## src/rtl/wash_cycle_scheduler_if.sv

```systemverilog
// Panel/sensor inputs and actuator/status outputs of the wash sequencer.
// master drives the panel side, slave is the scheduler.
interface wash_cycle_scheduler_if #(
    parameter int CNT_W = 8
);
    logic             tick;
    logic             start;
    logic             pause;
    logic             door_closed;
    logic             level_ok;
    logic [1:0]       prog;
    logic             fault_clr;
    logic             extra_rinse;

    logic [2:0]       stage;
    logic [CNT_W-1:0] remaining;
    logic             busy;
    logic             paused;
    logic             done;
    logic             fault;
    logic             valve_on;
    logic             motor_on;
    logic             pump_on;

    modport master (
        output tick, start, pause, door_closed, level_ok, prog, fault_clr, extra_rinse,
        input  stage, remaining, busy, paused, done, fault, valve_on, motor_on, pump_on
    );

    modport slave (
        input  tick, start, pause, door_closed, level_ok, prog, fault_clr, extra_rinse,
        output stage, remaining, busy, paused, done, fault, valve_on, motor_on, pump_on
    );
endinterface

```

## src/rtl/wash_cycle_scheduler.sv

```systemverilog
// Washing-machine stage sequencer FILL/WASH/RINSE/SPIN/DRAIN; optional EXTRA_RINSE_EN adds a second RINSE.
// Latency: every input acts on the next clk edge; all outputs registered.
// Backpressure: none; pause or open door freezes the cycle with actuators off.
module wash_cycle_scheduler #(
    parameter int CNT_W   = 8,
    parameter int FILL_TO = 10,
    parameter int WASH_T  = 6,
    parameter int RINSE_T = 4,
    parameter int SPIN_T  = 4,
    parameter int DRAIN_T = 3
) (
    input  logic                  clk,
    input  logic                  reset,
    wash_cycle_scheduler_if.slave bus
);

    typedef enum logic [2:0] {
        S_IDLE,
        S_RUN,
        S_PAUSED,
        S_DONE,
        S_FAULT
    } state_t;

    localparam logic [2:0]       STG_FILL  = 3'd0;
    localparam logic [2:0]       STG_WASH  = 3'd1;
    localparam logic [2:0]       STG_RINSE = 3'd2;
    localparam logic [2:0]       STG_SPIN  = 3'd3;
    localparam logic [2:0]       STG_DRAIN = 3'd4;
    localparam logic [2:0]       STG_NONE  = 3'd7;
    localparam logic [CNT_W-1:0] CNT_MAX   = '1;
    localparam logic [CNT_W-1:0] ONE       = CNT_W'(1);
    localparam logic [CNT_W-1:0] FILL_LD   = CNT_W'(FILL_TO);
    localparam logic [CNT_W-1:0] DRAIN_LD  = CNT_W'(DRAIN_T);

    // quick halves, heavy doubles; result clamped to [1, CNT_MAX]
    function automatic logic [CNT_W-1:0] scale_dur(input logic [31:0] base, input logic [1:0] p);
        logic [32:0]      v;
        logic [CNT_W-1:0] r;
        case (p)
            2'd0:    v = {1'b0, base} >> 1;
            2'd2:    v = {base, 1'b0};
            default: v = {1'b0, base};
        endcase
        if (v > {{(33-CNT_W){1'b0}}, CNT_MAX}) r = CNT_MAX;
        else if (v == 33'd0)                   r = ONE;
        else                                   r = v[CNT_W-1:0];
        return r;
    endfunction

    // {valve, motor, pump} for a running stage
    function automatic logic [2:0] act_for(input logic [2:0] s);
        return {s == STG_FILL, s inside {STG_WASH, STG_RINSE, STG_SPIN}, s == STG_DRAIN};
    endfunction

    state_t           state;
    logic [2:0]       stage_q;
    logic [CNT_W-1:0] rem_q;
    logic [1:0]       prog_q;
    logic             busy_q;
    logic             paused_q;
    logic             done_q;
    logic             fault_q;
    logic [2:0]       act_q;

    logic [2:0]       adv_stage;
    logic [CNT_W-1:0] adv_rem;
    logic             adv_done;

`ifdef EXTRA_RINSE_EN
    logic             xr_pend;
    logic             adv_xr_use;
`else
    logic             unused_extra_rinse;
    assign unused_extra_rinse = bus.extra_rinse;
`endif

    // Where the current stage goes when it finishes
    always_comb begin
        adv_stage = stage_q;
        adv_rem   = rem_q;
        adv_done  = 1'b0;
`ifdef EXTRA_RINSE_EN
        adv_xr_use = 1'b0;
`endif
        case (stage_q)
            STG_FILL: begin
                adv_stage = STG_WASH;
                adv_rem   = scale_dur(32'(WASH_T), prog_q);
            end
            STG_WASH: begin
                adv_stage = STG_RINSE;
                adv_rem   = scale_dur(32'(RINSE_T), prog_q);
            end
            STG_RINSE: begin
`ifdef EXTRA_RINSE_EN
                if (xr_pend) begin
                    adv_stage  = STG_RINSE;
                    adv_rem    = scale_dur(32'(RINSE_T), prog_q);
                    adv_xr_use = 1'b1;
                end else begin
                    adv_stage = STG_SPIN;
                    adv_rem   = scale_dur(32'(SPIN_T), prog_q);
                end
`else
                adv_stage = STG_SPIN;
                adv_rem   = scale_dur(32'(SPIN_T), prog_q);
`endif
            end
            STG_SPIN: begin
                adv_stage = STG_DRAIN;
                adv_rem   = DRAIN_LD;
            end
            default: begin
                adv_stage = STG_NONE;
                adv_rem   = '0;
                adv_done  = 1'b1;
            end
        endcase
    end

    always_ff @(posedge clk) begin
        if (reset) begin
            state    <= S_IDLE;
            stage_q  <= STG_NONE;
            rem_q    <= '0;
            prog_q   <= 2'd1;
            busy_q   <= 1'b0;
            paused_q <= 1'b0;
            done_q   <= 1'b0;
            fault_q  <= 1'b0;
            act_q    <= 3'b000;
`ifdef EXTRA_RINSE_EN
            xr_pend  <= 1'b0;
`endif
        end else begin
            case (state)
                S_IDLE, S_DONE: begin
                    if (bus.start && bus.door_closed && !bus.pause) begin
                        state   <= S_RUN;
                        prog_q  <= bus.prog;
                        stage_q <= STG_FILL;
                        rem_q   <= FILL_LD;
                        busy_q  <= 1'b1;
                        done_q  <= 1'b0;
                        act_q   <= act_for(STG_FILL);
`ifdef EXTRA_RINSE_EN
                        xr_pend <= bus.extra_rinse;
`endif
                    end
                end
                S_RUN: begin
                    if (bus.pause || !bus.door_closed) begin
                        state    <= S_PAUSED;
                        paused_q <= 1'b1;
                        act_q    <= 3'b000;
                    end else if ((stage_q == STG_FILL && bus.level_ok) ||
                                 (bus.tick && stage_q != STG_FILL && rem_q <= ONE)) begin
                        stage_q <= adv_stage;
                        rem_q   <= adv_rem;
`ifdef EXTRA_RINSE_EN
                        if (adv_xr_use) xr_pend <= 1'b0;
`endif
                        if (adv_done) begin
                            state  <= S_DONE;
                            busy_q <= 1'b0;
                            done_q <= 1'b1;
                            act_q  <= 3'b000;
                        end else begin
                            act_q  <= act_for(adv_stage);
                        end
                    end else if (bus.tick) begin
                        if (rem_q > ONE) begin
                            rem_q <= rem_q - ONE;
                        end else begin
                            // drum never reported full within the fill window
                            state   <= S_FAULT;
                            stage_q <= STG_NONE;
                            rem_q   <= '0;
                            busy_q  <= 1'b0;
                            fault_q <= 1'b1;
                            act_q   <= 3'b000;
                        end
                    end
                end
                S_PAUSED: begin
                    if (bus.start && !bus.pause && bus.door_closed) begin
                        state    <= S_RUN;
                        paused_q <= 1'b0;
                        act_q    <= act_for(stage_q);
                    end
                end
                S_FAULT: begin
                    if (bus.fault_clr) begin
                        state   <= S_IDLE;
                        fault_q <= 1'b0;
                    end
                end
                default: begin
                    state    <= S_IDLE;
                    stage_q  <= STG_NONE;
                    rem_q    <= '0;
                    busy_q   <= 1'b0;
                    paused_q <= 1'b0;
                    done_q   <= 1'b0;
                    fault_q  <= 1'b0;
                    act_q    <= 3'b000;
                end
            endcase
        end
    end

    assign bus.stage     = stage_q;
    assign bus.remaining = rem_q;
    assign bus.busy      = busy_q;
    assign bus.paused    = paused_q;
    assign bus.done      = done_q;
    assign bus.fault     = fault_q;
    assign bus.valve_on  = act_q[2];
    assign bus.motor_on  = act_q[1];
    assign bus.pump_on   = act_q[0];

endmodule
```

## src/flat_wrapper.sv

```systemverilog
// flat-port wrapper written by rule: the top's interface ports become plain ports
module wash_cycle_scheduler_flat 
#(
    parameter int CNT_W   = 8,
    parameter int FILL_TO = 10,
    parameter int WASH_T  = 6,
    parameter int RINSE_T = 4,
    parameter int SPIN_T  = 4,
    parameter int DRAIN_T = 3
)
  (clk, reset, bus_tick, bus_start, bus_pause, bus_door_closed, bus_level_ok, bus_prog, bus_fault_clr, bus_extra_rinse, bus_stage, bus_remaining, bus_busy, bus_paused, bus_done, bus_fault, bus_valve_on, bus_motor_on, bus_pump_on);
  wash_cycle_scheduler_if #(.CNT_W(CNT_W)) bus_i ();
  input  logic clk;
  input  logic reset;
  input wire logic [$bits(bus_i.tick)-1:0] bus_tick;
  input wire logic [$bits(bus_i.start)-1:0] bus_start;
  input wire logic [$bits(bus_i.pause)-1:0] bus_pause;
  input wire logic [$bits(bus_i.door_closed)-1:0] bus_door_closed;
  input wire logic [$bits(bus_i.level_ok)-1:0] bus_level_ok;
  input wire logic [$bits(bus_i.prog)-1:0] bus_prog;
  input wire logic [$bits(bus_i.fault_clr)-1:0] bus_fault_clr;
  input wire logic [$bits(bus_i.extra_rinse)-1:0] bus_extra_rinse;
  output wire logic [$bits(bus_i.stage)-1:0] bus_stage;
  output wire logic [$bits(bus_i.remaining)-1:0] bus_remaining;
  output wire logic [$bits(bus_i.busy)-1:0] bus_busy;
  output wire logic [$bits(bus_i.paused)-1:0] bus_paused;
  output wire logic [$bits(bus_i.done)-1:0] bus_done;
  output wire logic [$bits(bus_i.fault)-1:0] bus_fault;
  output wire logic [$bits(bus_i.valve_on)-1:0] bus_valve_on;
  output wire logic [$bits(bus_i.motor_on)-1:0] bus_motor_on;
  output wire logic [$bits(bus_i.pump_on)-1:0] bus_pump_on;
  assign bus_i.tick = bus_tick;
  assign bus_i.start = bus_start;
  assign bus_i.pause = bus_pause;
  assign bus_i.door_closed = bus_door_closed;
  assign bus_i.level_ok = bus_level_ok;
  assign bus_i.prog = bus_prog;
  assign bus_i.fault_clr = bus_fault_clr;
  assign bus_i.extra_rinse = bus_extra_rinse;
  assign bus_stage = bus_i.stage;
  assign bus_remaining = bus_i.remaining;
  assign bus_busy = bus_i.busy;
  assign bus_paused = bus_i.paused;
  assign bus_done = bus_i.done;
  assign bus_fault = bus_i.fault;
  assign bus_valve_on = bus_i.valve_on;
  assign bus_motor_on = bus_i.motor_on;
  assign bus_pump_on = bus_i.pump_on;
  wash_cycle_scheduler #(.CNT_W(CNT_W), .FILL_TO(FILL_TO), .WASH_T(WASH_T), .RINSE_T(RINSE_T), .SPIN_T(SPIN_T), .DRAIN_T(DRAIN_T)) u_core (.clk(clk), .reset(reset), .bus(bus_i));
endmodule
```

## config.mk

```make
export PLATFORM = sky130hd
export DESIGN_NAME = wash_cycle_scheduler_flat
export DESIGN_NICKNAME = d
export VERILOG_FILES = /design/src/rtl/wash_cycle_scheduler_if.sv /design/src/rtl/wash_cycle_scheduler.sv /design/src/flat_wrapper.sv
export SDC_FILE = /design/constraint.sdc
export NUM_CORES = 1
export LEC_CHECK = 0
export BUFFER_PORTS_ARGS = -buffer_cell sky130_fd_sc_hd__buf_4
export CAP_MARGIN = 10
export CELL_PAD_IN_SITES_DETAIL_PLACEMENT = 2
export CELL_PAD_IN_SITES_GLOBAL_PLACEMENT = 2
export CORE_ASPECT_RATIO = 1.5
export CORE_MARGIN = 2
export CORE_UTILIZATION = 28
export CTS_CLUSTER_DIAMETER = 150
export DETAILED_ROUTE_END_ITERATION = 6
export PLACE_DENSITY_LB_ADDON = 0.1
export SYNTH_ARGS = -nofsm -noshare
export SYNTH_HDL_FRONTEND = slang
export SYNTH_SLANG_ARGS = --single-unit
```

## constraint.sdc

```tcl
create_clock -name clk -period 2.16 [get_ports clk]
set_input_delay 0.324 -clock clk [delete_from_list [all_inputs] [get_ports clk]]
set_output_delay 0.324 -clock clk [all_outputs]
set_load 0.05 [all_outputs]
```

# --- Yosys cells after proc, flatten, opt, wreduce, memory -nomap -nowiden ---
# Cells that the tools add are included.
op_classes:
  n_addsub: 1
  mul: 0
  n_div: 0
  n_lt_le_gt_ge: 5
  n_eq_ne: 29
  shift: 0
  n_mux: 63
  bitwise: 4
  reduce_logical: 35
op_table:
  columns: ["operator", "count"]
  rows:
  - ["$gt 33x8->1 const B", 3]
  - ["$logic_not 33->1", 3]
  - ["$mux 33", 3]
  - ["$mux 8", 11]
  - ["$mux 3", 20]
  - ["$pmux 3 s4", 3]
  - ["$pmux 8 s4", 1]
  - ["$pmux 8 s3", 1]
  - ["$eq 3x2->1 const B", 6]
  - ["$reduce_and 6->1", 3]
  - ["$mux 1", 17]
  - ["$pmux 4 s2", 2]
  - ["$reduce_and 5->1", 3]
  - ["$ne 2x2->1 const B", 6]
  - ["$pmux 1 s3", 4]
  - ["$eq 3x1->1 const B", 3]
  - ["$eq 3x3->1 const B", 3]
  - ["$logic_not 3->1", 3]
  - ["$pmux 3 s3", 1]
  - ["$reduce_bool 3->1", 3]
  - ["$gt 8x1->1 const B", 1]
  - ["$le 8x1->1 const B", 1]
  - ["$ne 2x1->1 const B", 4]
  - ["$ne 4x2->1 const B", 2]
  - ["other kinds (16)", 30]
totals:
  regBits: 23
  latch_bits: 0
  mem_bits_rw: 0
  romBits: 0
  inputBits: 11
  output_inout_bits: 18
  wordCells: 146
  mem_count: 0

# --- Depth between registers and ports, before layout ---
# Gate-level depths: netlist of run 1.
logic_depth:
  depth_word: 10
  ltp_mapped: 8
  ltp_nobuf: 7

# --- Worst setup path before layout of run 1 ---
# Ideal clock, no wire load.
synth_timing:
  kind: "reg2reg"
  startpoint: "register u_core.rem_q[0] (netlist: u_core.bus.remaining[0])"
  endpoint: "register u_core.rem_q[1] (netlist: u_core.bus.remaining[1])"
  setup_time_ps: 91
  arrival_ps: 2277
  required_ps: 2069
  path_slack_ps: -208
  path_stages_with_launch: 8
  n_path_buf: 0
  synth_period_minus_slack_ps: 2368
  path_cell_list: "dfxtp_1 > inv_1 > ha_1 > o21ba_2 > nand2_1 > o21ai_0 > or4_1 > a311oi_1"
synth_via:
  elab_chain_cells: 6
  elab_cells_between_ends: 12
  cone_classes: "add/sub: 1; order compare: 2; eq/ne: 1; mux: 5; reduce/logical: 3"
synth_rtl:
  columns: ["element", "line_no", "rtl"]
  rows:
  - ["start, declared", "wash_cycle_scheduler.sv:58", "logic [CNT_W-1:0] rem_q;"]
  - ["start signal, assigned", "wash_cycle_scheduler.sv:160", "rem_q <= adv_rem;"]
  - ["start signal, assigned", "wash_cycle_scheduler.sv:174", "rem_q <= rem_q - ONE;"]
  - ["$sub 8x1->8, or another cell as far along", "wash_cycle_scheduler.sv:174", null]
  - ["$mux 8 or $logic_and 1x1->1 (tied branches)", "wash_cycle_scheduler.sv:173, wash_cycle_scheduler.sv:158", null]
  - ["$mux 8 or $logic_or 1x1->1 (tied branches)", "wash_cycle_scheduler.sv:172, wash_cycle_scheduler.sv:157", null]
  - ["$mux 8", "wash_cycle_scheduler.sv:157", "end else if ((stage_q == STG_FILL && bus.level_ok) ||"]
  - ["$mux 8", "wash_cycle_scheduler.sv:153", "if (bus.pause || !bus.door_closed) begin"]
  - ["$pmux 8 s3", "wash_cycle_scheduler.sv:137", "case (state)"]
# Parallel ways exist; a longest one is shown, timed or not. The select of a mux whose other input is x is not followed.
# A chain may end at the register's enable or synchronous reset.

# --- Worst setup path in the final report of run 1 ---
layout_timing:
  startpoint: "register u_core.stage_q[1] (netlist: u_core.bus.stage[1])"
  endpoint: "register u_core.rem_q[5] (netlist: u_core.bus.remaining[5])"
layout_via:
  elab_chain_cells: 7
  elab_cells_between_ends: 15
  cone_classes: "eq/ne: 4; mux: 4; reduce/logical: 7"
layout_rtl:
  columns: ["element", "line_no", "rtl"]
  rows:
  - ["start, declared", "wash_cycle_scheduler.sv:57", "logic [2:0] stage_q;"]
  - ["start signal, assigned", "wash_cycle_scheduler.sv:159", "stage_q <= adv_stage;"]
  - ["branches (longest 7 deep; another with $pmux 8 s4)", null, null]
# Several ways; the timed one is not identified. The select of a mux whose other input is x is not followed.

==> flow_summary_export.csv, run 1 <==
group,metric,value,unit
clock_tree,clockBufferDepth,2,
sta,final.period_utilization,0.9546,
drt,wirelength,5722,um
cells_and_area,multi_input_area,998.5,sq um
die,die_area,6042,sq um
setup_path,r2r-start,"u_core.bus.stage[1]",
yosys,synth_seq_cells,23,
yosys,yosys.area.top_type,"dfxtp_1",
pwr,swShare,0.4573,
setup_path,worstPathArrival,2.26,ns
clock_tree,htreeDepth,1,
place,dp.cells,310,
flow_run,maxCapViolCount,0,
place,dp_hpwl,4686,um
setup_path,crit_path_max_fanout,9,
pwr,p_leak,0.8266,nW
drt,drt-wirelength-per-cell,18.22,um
sta,slew_viol_final,0,
grt,grt_pass1_vias,1849,
place,place.gp.congestion,0.8536,
cells_and_area,regArea,471.7,sq um
die,die_h,94.21,um
setup_path,critPathRequiredTime,2.36,ns
die,num_rows,32,
yosys,syn-num-nets,208,
yosys,yosysWarnings,0,
drt,first_pass_iters,4,
worst_hold_path,min-delay-start,"bus_prog[0]",
pwr,p_total,1.979,mW
die,boundaryPins,29,
cells_and_area,drive_above_1_share,0.3171,
drt,num_vias,1715,
pwr,power_frac_seq,0.280,
die,core-area,5205,sq um
pwr,p_clk_frac,0.142,
grt,grt-ovfl-total,0,
sta,max_freq,485.0,MHz
place,pre_cts_slack,-0.04985,ns
grt,grt_max_degree,15,
cells_and_area,layout-area-overhead-vs-synth,35.09,%
clock_tree,cts_sinks,23,
pwr,netSwitchingPower,905.2,uW
grt,antenna_found_initial,0,
worst_hold_path,min_path_cells,3,
clock_tree,postCtsHoldBufs,0,
place,portBuffers,27,
grt,track_usage,0.1997,
setup_path,rr_worst_depth,5,
yosys,synth_area,1519,sq um
setup_path,rrSetupSlack,0.1,ns
drt,drtAntennaViolNets,0,
setup_path,worst-setup-path-type,"reg -> reg",
setup_path,rr_endpoint,"u_core.bus.remaining[5]",
sta,fin_ws,0.09805,ns
pwr,pwr-share-comb,0.577,
cells_and_area,nets,260,
sta,finalClockSkew,0.006869,ns
worst_hold_path,hold_path_class,"in -> reg",
die,die_w,64.14,um
place,place_area,1993,sq um
pwr,powerDensity,964.6,nW/um^2
setup_path,end_kind,"flip-flop",
worst_hold_path,hold-path-endpoint,"u_core.prog_q[0]",
sta,rsz0062_at_grt,"no",
setup_path,crit_path_start_kind,"flip-flop",
grt,grt_pass1_wl,9384,um
sta,setup_violations,0,
die,start_util,0.2918,
yosys,synth_cell_types,54,
sta,relSlewSlack,0.6549,
cells_and_area,num-fill-cells,630,
pwr,vdd_drop_max,0.0003202,V
yosys,synthFlopType,"dfxtp_1",
cells_and_area,stdcell_area,2052,sq um
clock_tree,clk_latency,0.27,ns
drt,via_per_inst,5.462,
yosys,synth_area_leaders,"dfxtp_1 30%, nor2_1 5.9%, mux2i_1 5.3%, nand2_1 4.2%, nor3_1 3.6%",
cells_and_area,final_common_cell,"buf_4",
pwr,power.internal,1.074,mW
clock_tree,tritoncts,"done",
cells_and_area,final_cells,314,
yosys,synthCells,195,
clock_tree,clockRootBuffer,"clkbuf_8",
sta,min_period,2.062,ns
yosys,synthArstFlopShare,0,
cells_and_area,diodes,0,
clock_tree,cts_buffers,3,
clock_tree,path_clk_slew,0.09,ns
drt,first_iter_violations,57,
yosys,synth_edf_count,0,
run_status,status,"complete, no violations",
yosys,ys_seq_area_frac,0.3031,
drt,drc,0,
yosys,synth.avg_cell_area,7.790,sq um
sta,hold_viol_final,0,
yosys,synth_top_cell_area_share,0.3031,
sta,tightest_slew,0.5170,ns
cells_and_area,final_cell_mix,"58 x buf_4, 24 x nor2_1, 18 x dfxtp_1",
cells in the mapped netlist (all sizes together), types with 4 or more instances:
cell     n
nor2    24
dfxtp   23
nand2   17
nor3    12
o21ai   10
a21oi    9
mux2i    8
clkbuf   7
nand3    5
nor2b    5
a311oi   4
a32o     4
buf      4
nand2b   4
nand3b   4
or2      4
or3      4
critical path: stages (launching register included):
cell	delay (ns)
dfxtp_4	0.35
or4b_4	0.58
a32o_2	0.30
or2_4	0.29
or3_1	0.31
a21oi_1	0.15
area by class of cell:
cell class / instances / share of cell area
clock buffer: 3 / 0.02012
multi-input combinational: 157 / 0.4866
inverter: 4 / 0.007317
tap: 68 / 0.04146
sequential: 23 / 0.2299
clock inverter: 1 / 0.002439
timing repair buffer: 58 / 0.2122
power groups by stage:
stage	combinational, mW	clock, mW	sequential, mW
after floorplan	0.509	0	0.737
after global placement	1.11	0	0.557
after detailed placement	1.14	0	0.565
after CTS	1.15	0.295	0.556
after global routing	1.24	0.312	0.568
final	1.14	0.282	0.555
per-stage QoR:
stage                       util  hold slack (ns)   TNS, ns
after detailed placement  0.3829           0.4583  -0.08522
after global routing      0.3942           0.2857         0
after floorplan                -           0.4525  -0.03112
final                     0.3942           0.2694         0
after global placement    0.3829           0.4477         0
after CTS                 0.3925           0.2717         0
registers in the layout (all words and copies together), names as in the netlist:
name and flops:
u_core.bus.remaining 8, u_core.act_q 3, u_core.bus.stage 3, u_core.state 3, u_core.prog_q 2, u_core.bus.busy 1
u_core.bus.done 1, u_core.bus.fault 1, u_core.bus.paused 1
logic make-up (layout without fill, tap and decap cells):
logic type      count (synthesis)  count (layout)  share of synthesized area
compound gates                 51              51                     0.2405
mux                             8               8                    0.05272
fa+ha+maj                       2               2                    0.01647
flops                          23              23                     0.3031
buf+inv                        15              66                    0.04860
simple gates                   92              92                     0.3155
xor+xnor                        4               4                    0.02307
worst max-delay path by stage:
| stage | startpoint | to | cells after the start |
|---|---|---|---|
| 3_3_place_gp | bus_level_ok | u_core.bus.remaining[5] | 6 |
| 5_1_grt | u_core.bus.remaining[0] | u_core.bus.remaining[1] | 7 |
| 3_5_place_dp | bus_level_ok | u_core.bus.remaining[5] | 6 |
| 4_1_cts | u_core.bus.stage[1] | u_core.bus.remaining[5] | 5 |
| 2_1_floorplan | u_core.bus.stage[1] | u_core.bus.remaining[5] | 7 |
| 6_report | u_core.bus.stage[1] | u_core.bus.remaining[5] | 5 |
metal layers:
metal	global-route usage	share of wire
met1	0.2061	0.39
met2	0.4132	0.58
met3	0.02638	0.026
met4	0.04078	0.0084
met5	0	0
timing repair:
item	CTS	global route
setup buffers	0	0
endpoints found under the setup margin	2	7
resized for setup	1	2
No activity file was read; power rests on OpenSTA's default activity.
==> run 2: changes to the inputs <==
--- a/config.mk
+++ b/config.mk
@@ -14,6 +14,7 @@
 export CORE_UTILIZATION = 28
 export CTS_CLUSTER_DIAMETER = 150
 export DETAILED_ROUTE_END_ITERATION = 6
+export MAX_ROUTING_LAYER = met4
 export PLACE_DENSITY_LB_ADDON = 0.1
 export SYNTH_ARGS = -nofsm -noshare
 export SYNTH_HDL_FRONTEND = slang
==> run 2 against run 1 <==
Maximum frequency is essentially flat. Clock power about the same. Largest power group unchanged. Clock skew rose by 0.0013 ns. Cell count unchanged. Sequential share of layout area is the same. Highest routed layer unchanged. Register-to-register slack about the same. Largest cell class unchanged. Setup slack about the same. Die area did not move. Routed wire length fell by 0.37%.
==> flow_summary_export.csv, run 2 (same netlist as run 1, synthesis figures left out) <==
group,metric,value,unit
run_status,status,"complete, no violations",
place,place_area,1993,sq um
cells_and_area,final_common_cell,"buf_4",
cells_and_area,multi_input_area,998.5,sq um
place,place.gp.congestion,0.8672,
grt,grt_max_degree,15,
pwr,powerDensity,963.7,nW/um^2
grt,grt-ovfl-total,0,
setup_path,max_stage_delay,0.58,ns
clock_tree,cts_setup_buffers,0,
sta,max_freq,484.9,MHz
grt,met2_usage,0.4132,
grt,grt_pass1_wl,9384,um
sta,tightest_slew,0.5165,ns
clock_tree,cts_sinks,23,
setup_path,critPathRequiredTime,2.36,ns
place,pre_cts_slack,-0.04985,ns
setup_path,crit_path_start_kind,"flip-flop",
die,die_w,64.14,um
setup_path,worst-setup-path-type,"reg -> reg",
cells_and_area,final_cell_mix,"58 x buf_4, 24 x nor2_1, 18 x dfxtp_1",
cells_and_area,drive_above_1_share,0.3171,
die,start_util,0.2918,
sta,setup_violations,0,
cells_and_area,postLayoutCoreUtil,0.3942,
worst_hold_path,hold_path_class,"in -> reg",
drt,first_iter_violations,57,
sta,min_period,2.062,ns
clock_tree,cts_buffers,3,
setup_path,path_cells,"or4b_4, a32o_2, or2_4, or3_1, a21oi_1",
clock_tree,clk_latency,0.27,ns
clock_tree,postCtsHoldBufs,0,
clock_tree,tritoncts,"done",
sta,rsz0062_at_grt,"no",
cells_and_area,regArea,471.7,sq um
setup_path,slowest_stage,"or4b_4",
grt,use_met3,0.02518,
clock_tree,clockBufferDepth,2,
pwr,vdd_drop_max,0.0003203,V
clock_tree,htreeDepth,1,
grt,antenna_found_initial,0,
sta,hold_viol_final,0,
clock_tree,clockRootBuffer,"clkbuf_8",
drt,num_vias,1680,
sta,finalClockSkew,0.008134,ns
drt,drt-wirelength-per-cell,18.16,um
sta,fin_ws,0.09784,ns
drt,via_per_inst,5.350,
die,num_rows,32,
clock_tree,path_clk_slew,0.09,ns
sta,slew_viol_final,0,
die,die_h,94.21,um
die,die_area,6042,sq um
drt,first_pass_iters,4,
flow_run,maxCapViolCount,0,
grt,top_usage_layer,"met2",
cells_and_area,nets,260,
cells_and_area,stdcell_area,2052,sq um
sta,final.period_utilization,0.9547,
die,boundaryPins,29,
drt,wirelength,5701,um
setup_path,worstPathArrival,2.26,ns
sta,relSlewSlack,0.6552,
drt,drc,0,
grt,gr-usage-met1,0.2069,
pwr,p_leak,0.8266,nW
place,portBuffers,27,
grt,grt_pass1_vias,1848,
setup_path,crit_path_max_fanout,9,
grt,track_usage,0.2050,
cells_and_area,diodes,0,
setup_path,end_kind,"flip-flop",
die,core-area,5205,sq um
drt,drtAntennaViolNets,0,
cells_and_area,largest_register_ffs,8,
cells_and_area,num-fill-cells,630,
place,dp_hpwl,4686,um
sta,hold_ws,0.2685,ns
cells_and_area,layout-area-overhead-vs-synth,35.09,%
-- run 2: metrics by stage --
stage,total power [mW],instances,setup TNS (ns)
floorplan,1.246,195,-0.03112
global placement,1.666,310,0
detailed placement,1.704,310,-0.08522
CTS,1.998,314,0
global route,2.119,314,0
finish,1.977,314,0
-- run 2: final timing paths --
kind	from	to	slack (ns)	depth (start not counted)
max reg2reg	u_core.bus.stage[1]	u_core.bus.remaining[5]	0.1	5
max	u_core.bus.stage[1]	u_core.bus.remaining[5]	0.1	5
min	bus_prog[0]	u_core.prog_q[0]	0.27	3
min reg2reg	u_core.act_q[1]	u_core.act_q[1]	0.47	2
-- run 2: final cells by class --
class                   count  area share
inverters                   4    0.007317
clock buffers               3     0.02012
clock inverters             1    0.002439
flip-flops and latches     23      0.2299
repair buffers             58      0.2122
well taps                  68     0.04146
multi-input cells         157      0.4866
-- run 2: what timing repair did --
action / CTS / global route
setup endpoints to repair: 2 / 7
hold endpoints to repair: 0 / 0
resized for setup: 1 / 2
-- run 2: report_power, final --
part | total, mW | switching (mW) | internal (mW)
Combinational | 1.14 | 0.688 | 0.452
Sequential | 0.555 | 0.0620 | 0.493
Clock | 0.282 | 0.153 | 0.129
Total | 1.98 | 0.903 | 1.07
-- run 2: critical path, delay by kind of cell (launching register included) --
family	cells	cell delay, ns
DFF	1	0.35
and+or+nand+nor	3	1.18
AOI/OAI and AO/OA	2	0.45
-- run 2: metal layers --
layer | share of wire | routed length, um
met1 | 0.39 | 2234
met2 | 0.58 | 3307
met3 | 0.023 | 129
met4 | 0.0051 | 29
met5 | 0 | 0
==> run 3: changes to the inputs <==
--- a/config.mk
+++ b/config.mk
@@ -15,7 +15,7 @@
 export CTS_CLUSTER_DIAMETER = 150
 export DETAILED_ROUTE_END_ITERATION = 6
 export MAX_ROUTING_LAYER = met4
-export PLACE_DENSITY_LB_ADDON = 0.1
+export PLACE_DENSITY_LB_ADDON = 0.08
 export SYNTH_ARGS = -nofsm -noshare
 export SYNTH_HDL_FRONTEND = slang
 export SYNTH_SLANG_ARGS = --single-unit
==> run 3 against run 2 <==
Sequential power is essentially flat. Sequential cell count is the same. Utilization grew 0.41 points. Design area grew 1.0%. Combinational power grew 4%. Critical endpoint is now u_core.bus.remaining[1]. Count of clock-buffer cells in the layout grew 1. Critical path depth grew 1. Clock skew shrank 0.0043 ns. Clock power shrank 2%. Routed wire length grew 7.4%. Sequential share of layout area shrank 0.24 points.
==> flow_summary_export.csv, run 3 (same netlist as run 1, synthesis figures left out) <==
group,metric,value,unit
run_status,status,"complete, no violations",
sta,min_period,2.086,ns
drt,first_iter_violations,51,
pwr,swShare,0.4573,
sta,rsz0062_at_grt,"yes",
sta,slew_viol_final,0,
setup_path,end_kind,"flip-flop",
pwr,p_leak,0.8349,nW
cells_and_area,num-fill-cells,628,
sta,tightest_slew,0.4815,ns
drt,drc,0,
clock_tree,clockBufferDepth,2,
place,portBuffers,27,
cells_and_area,final_cell_mix,"60 x buf_4, 24 x nor2_1, 18 x dfxtp_1",
sta,relSlewSlack,0.6790,
pwr,pwr-share-comb,0.588,
drt,drt-wirelength-per-cell,19.37,um
pwr,power.internal,1.091,mW
setup_path,r2r-start,"u_core.bus.stage[0]",
sta,setup_violations,0,
cells_and_area,layout-area-overhead-vs-synth,36.49,%
flow_run,maxCapViolCount,0,
clock_tree,clk_latency,0.26,ns
drt,num_vias,1719,
clock_tree,postCtsHoldBufs,0,
setup_path,crit_path_max_fanout,7,
worst_hold_path,min-delay-start,"bus_prog[0]",
drt,via_per_inst,5.440,
worst_hold_path,min_path_cells,3,
cells_and_area,diodes,0,
sta,finalClockSkew,0.003857,ns
sta,hold_viol_final,0,
pwr,vdd_drop_max,0.0002885,V
setup_path,rr_endpoint,"u_core.bus.remaining[1]",
die,boundaryPins,29,
clock_tree,cts_buffers,3,
worst_hold_path,hold_path_class,"in -> reg",
die,core-area,5205,sq um
die,die_h,94.21,um
cells_and_area,drive_above_1_share,0.3226,
die,die_w,64.14,um
grt,grt-ovfl-total,0,
grt,grt_max_degree,14,
drt,wirelength,6121,um
grt,grt_pass1_vias,1975,
setup_path,worst-setup-path-type,"reg -> reg",
place,place.gp.congestion,0.8111,
clock_tree,cts_sinks,23,
pwr,netSwitchingPower,918.7,uW
pwr,powerDensity,969.1,nW/um^2
cells_and_area,regArea,471.7,sq um
sta,final.period_utilization,0.9657,
pwr,p_total,2.009,mW
cells_and_area,final_common_cell,"buf_4",
cells_and_area,multi_input_area,1006,sq um
cells_and_area,nets,262,
place,pre_cts_slack,-0.01557,ns
sta,max_freq,479.4,MHz
setup_path,worstPathArrival,2.26,ns
die,num_rows,32,
sta,fin_ws,0.07411,ns
setup_path,rrSetupSlack,0.07,ns
worst_hold_path,hold-path-endpoint,"u_core.prog_q[0]",
grt,antenna_found_initial,0,
die,die_area,6042,sq um
clock_tree,htreeDepth,1,
die,start_util,0.2918,
setup_path,rr_worst_depth,6,
pwr,power_frac_seq,0.275,
clock_tree,path_clk_slew,0.09,ns
drt,first_pass_iters,4,
setup_path,critPathRequiredTime,2.33,ns
grt,track_usage,0.2203,
grt,grt_pass1_wl,10040,um
clock_tree,tritoncts,"done",
pwr,p_clk_frac,0.137,
place,dp_hpwl,5034,um
clock_tree,clockRootBuffer,"clkbuf_8",
setup_path,crit_path_start_kind,"flip-flop",
drt,drtAntennaViolNets,0,
cells_and_area,largest_register_ffs,8,
==> run 3: changes by cell type in the layout (fill, tap and decap cells not counted) <==
cell      before  now
buf_4         58   60
clkbuf_1       0    1
clkinv_2       1    0
nor3_1        11   10
nor3_2         1    2
o21ai_0       10    9
o21ai_1        0    1
or2_2          2    1
or2_4          1    2
==> run 3: power groups by stage <==
stage                     logic [mW]  clock network (mW)  registers (mW)
after floorplan                0.509                   0           0.737
after global placement          1.11                   0           0.555
after global routing            1.27               0.303           0.565
after detailed placement        1.16                   0           0.563
after CTS                       1.17               0.296           0.555
final                           1.18               0.275           0.553
==> run 3: final cells by class <==
cell class	count	share of cell area
timing repair buffer	60	0.2173
tap	68	0.04104
inverter	4	0.007242
clock buffer	4	0.02173
sequential	23	0.2275
multi-input combinational	157	0.4852
==> run 3: worst max-delay path: stages (launching register included) <==
cell and delay (ns):
dfxtp_4 0.35, buf_4 0.15, or2_0 0.26, o211ai_1 0.32, o21ai_1 0.14, or4_1 0.51, a311oi_1 0.26
==> run 3: how the worst max path moves through the flow <==
stage | start | to | depth (start not counted)
2_1_floorplan | u_core.bus.stage[1] | u_core.bus.remaining[5] | 7
3_3_place_gp | bus_level_ok | u_core.bus.remaining[5] | 6
3_5_place_dp | bus_level_ok | u_core.bus.remaining[6] | 6
4_1_cts | u_core.bus.remaining[0] | u_core.bus.stage[0] | 8
5_1_grt | u_core.bus.remaining[0] | u_core.bus.stage[0] | 8
6_report | u_core.bus.stage[0] | u_core.bus.remaining[1] | 6
==> run 3: through the flow <==
stage               hold WS (ns)  area, sq um  instances    util   TNS, ns
floorplan                 0.4525         1538        195       -  -0.03112
detailed placement        0.4672         2001        311  0.3844  -0.02691
global placement          0.4506         2001        311  0.3844         0
finish                    0.2873         2073        316  0.3983         0
CTS                       0.2762         2054        315  0.3947         0
global route              0.2952         2073        316  0.3983  -0.03845
==> run 3: layer usage <==
metal	GRT usage	vias up	wire (um)
li1	-	825	-
met1	0.2149	852	2293
met2	0.4366	30	3491
met3	0.02038	12	160
met4	0.08688	0	175
met5	-	-	0
==> run 3: what timing repair did <==
action,4_1_cts,5_1_grt
pin swaps,0,1
buffers inserted,0,1
gates cloned,0,0
setup endpoints to repair,7,9
resized for setup,2,4
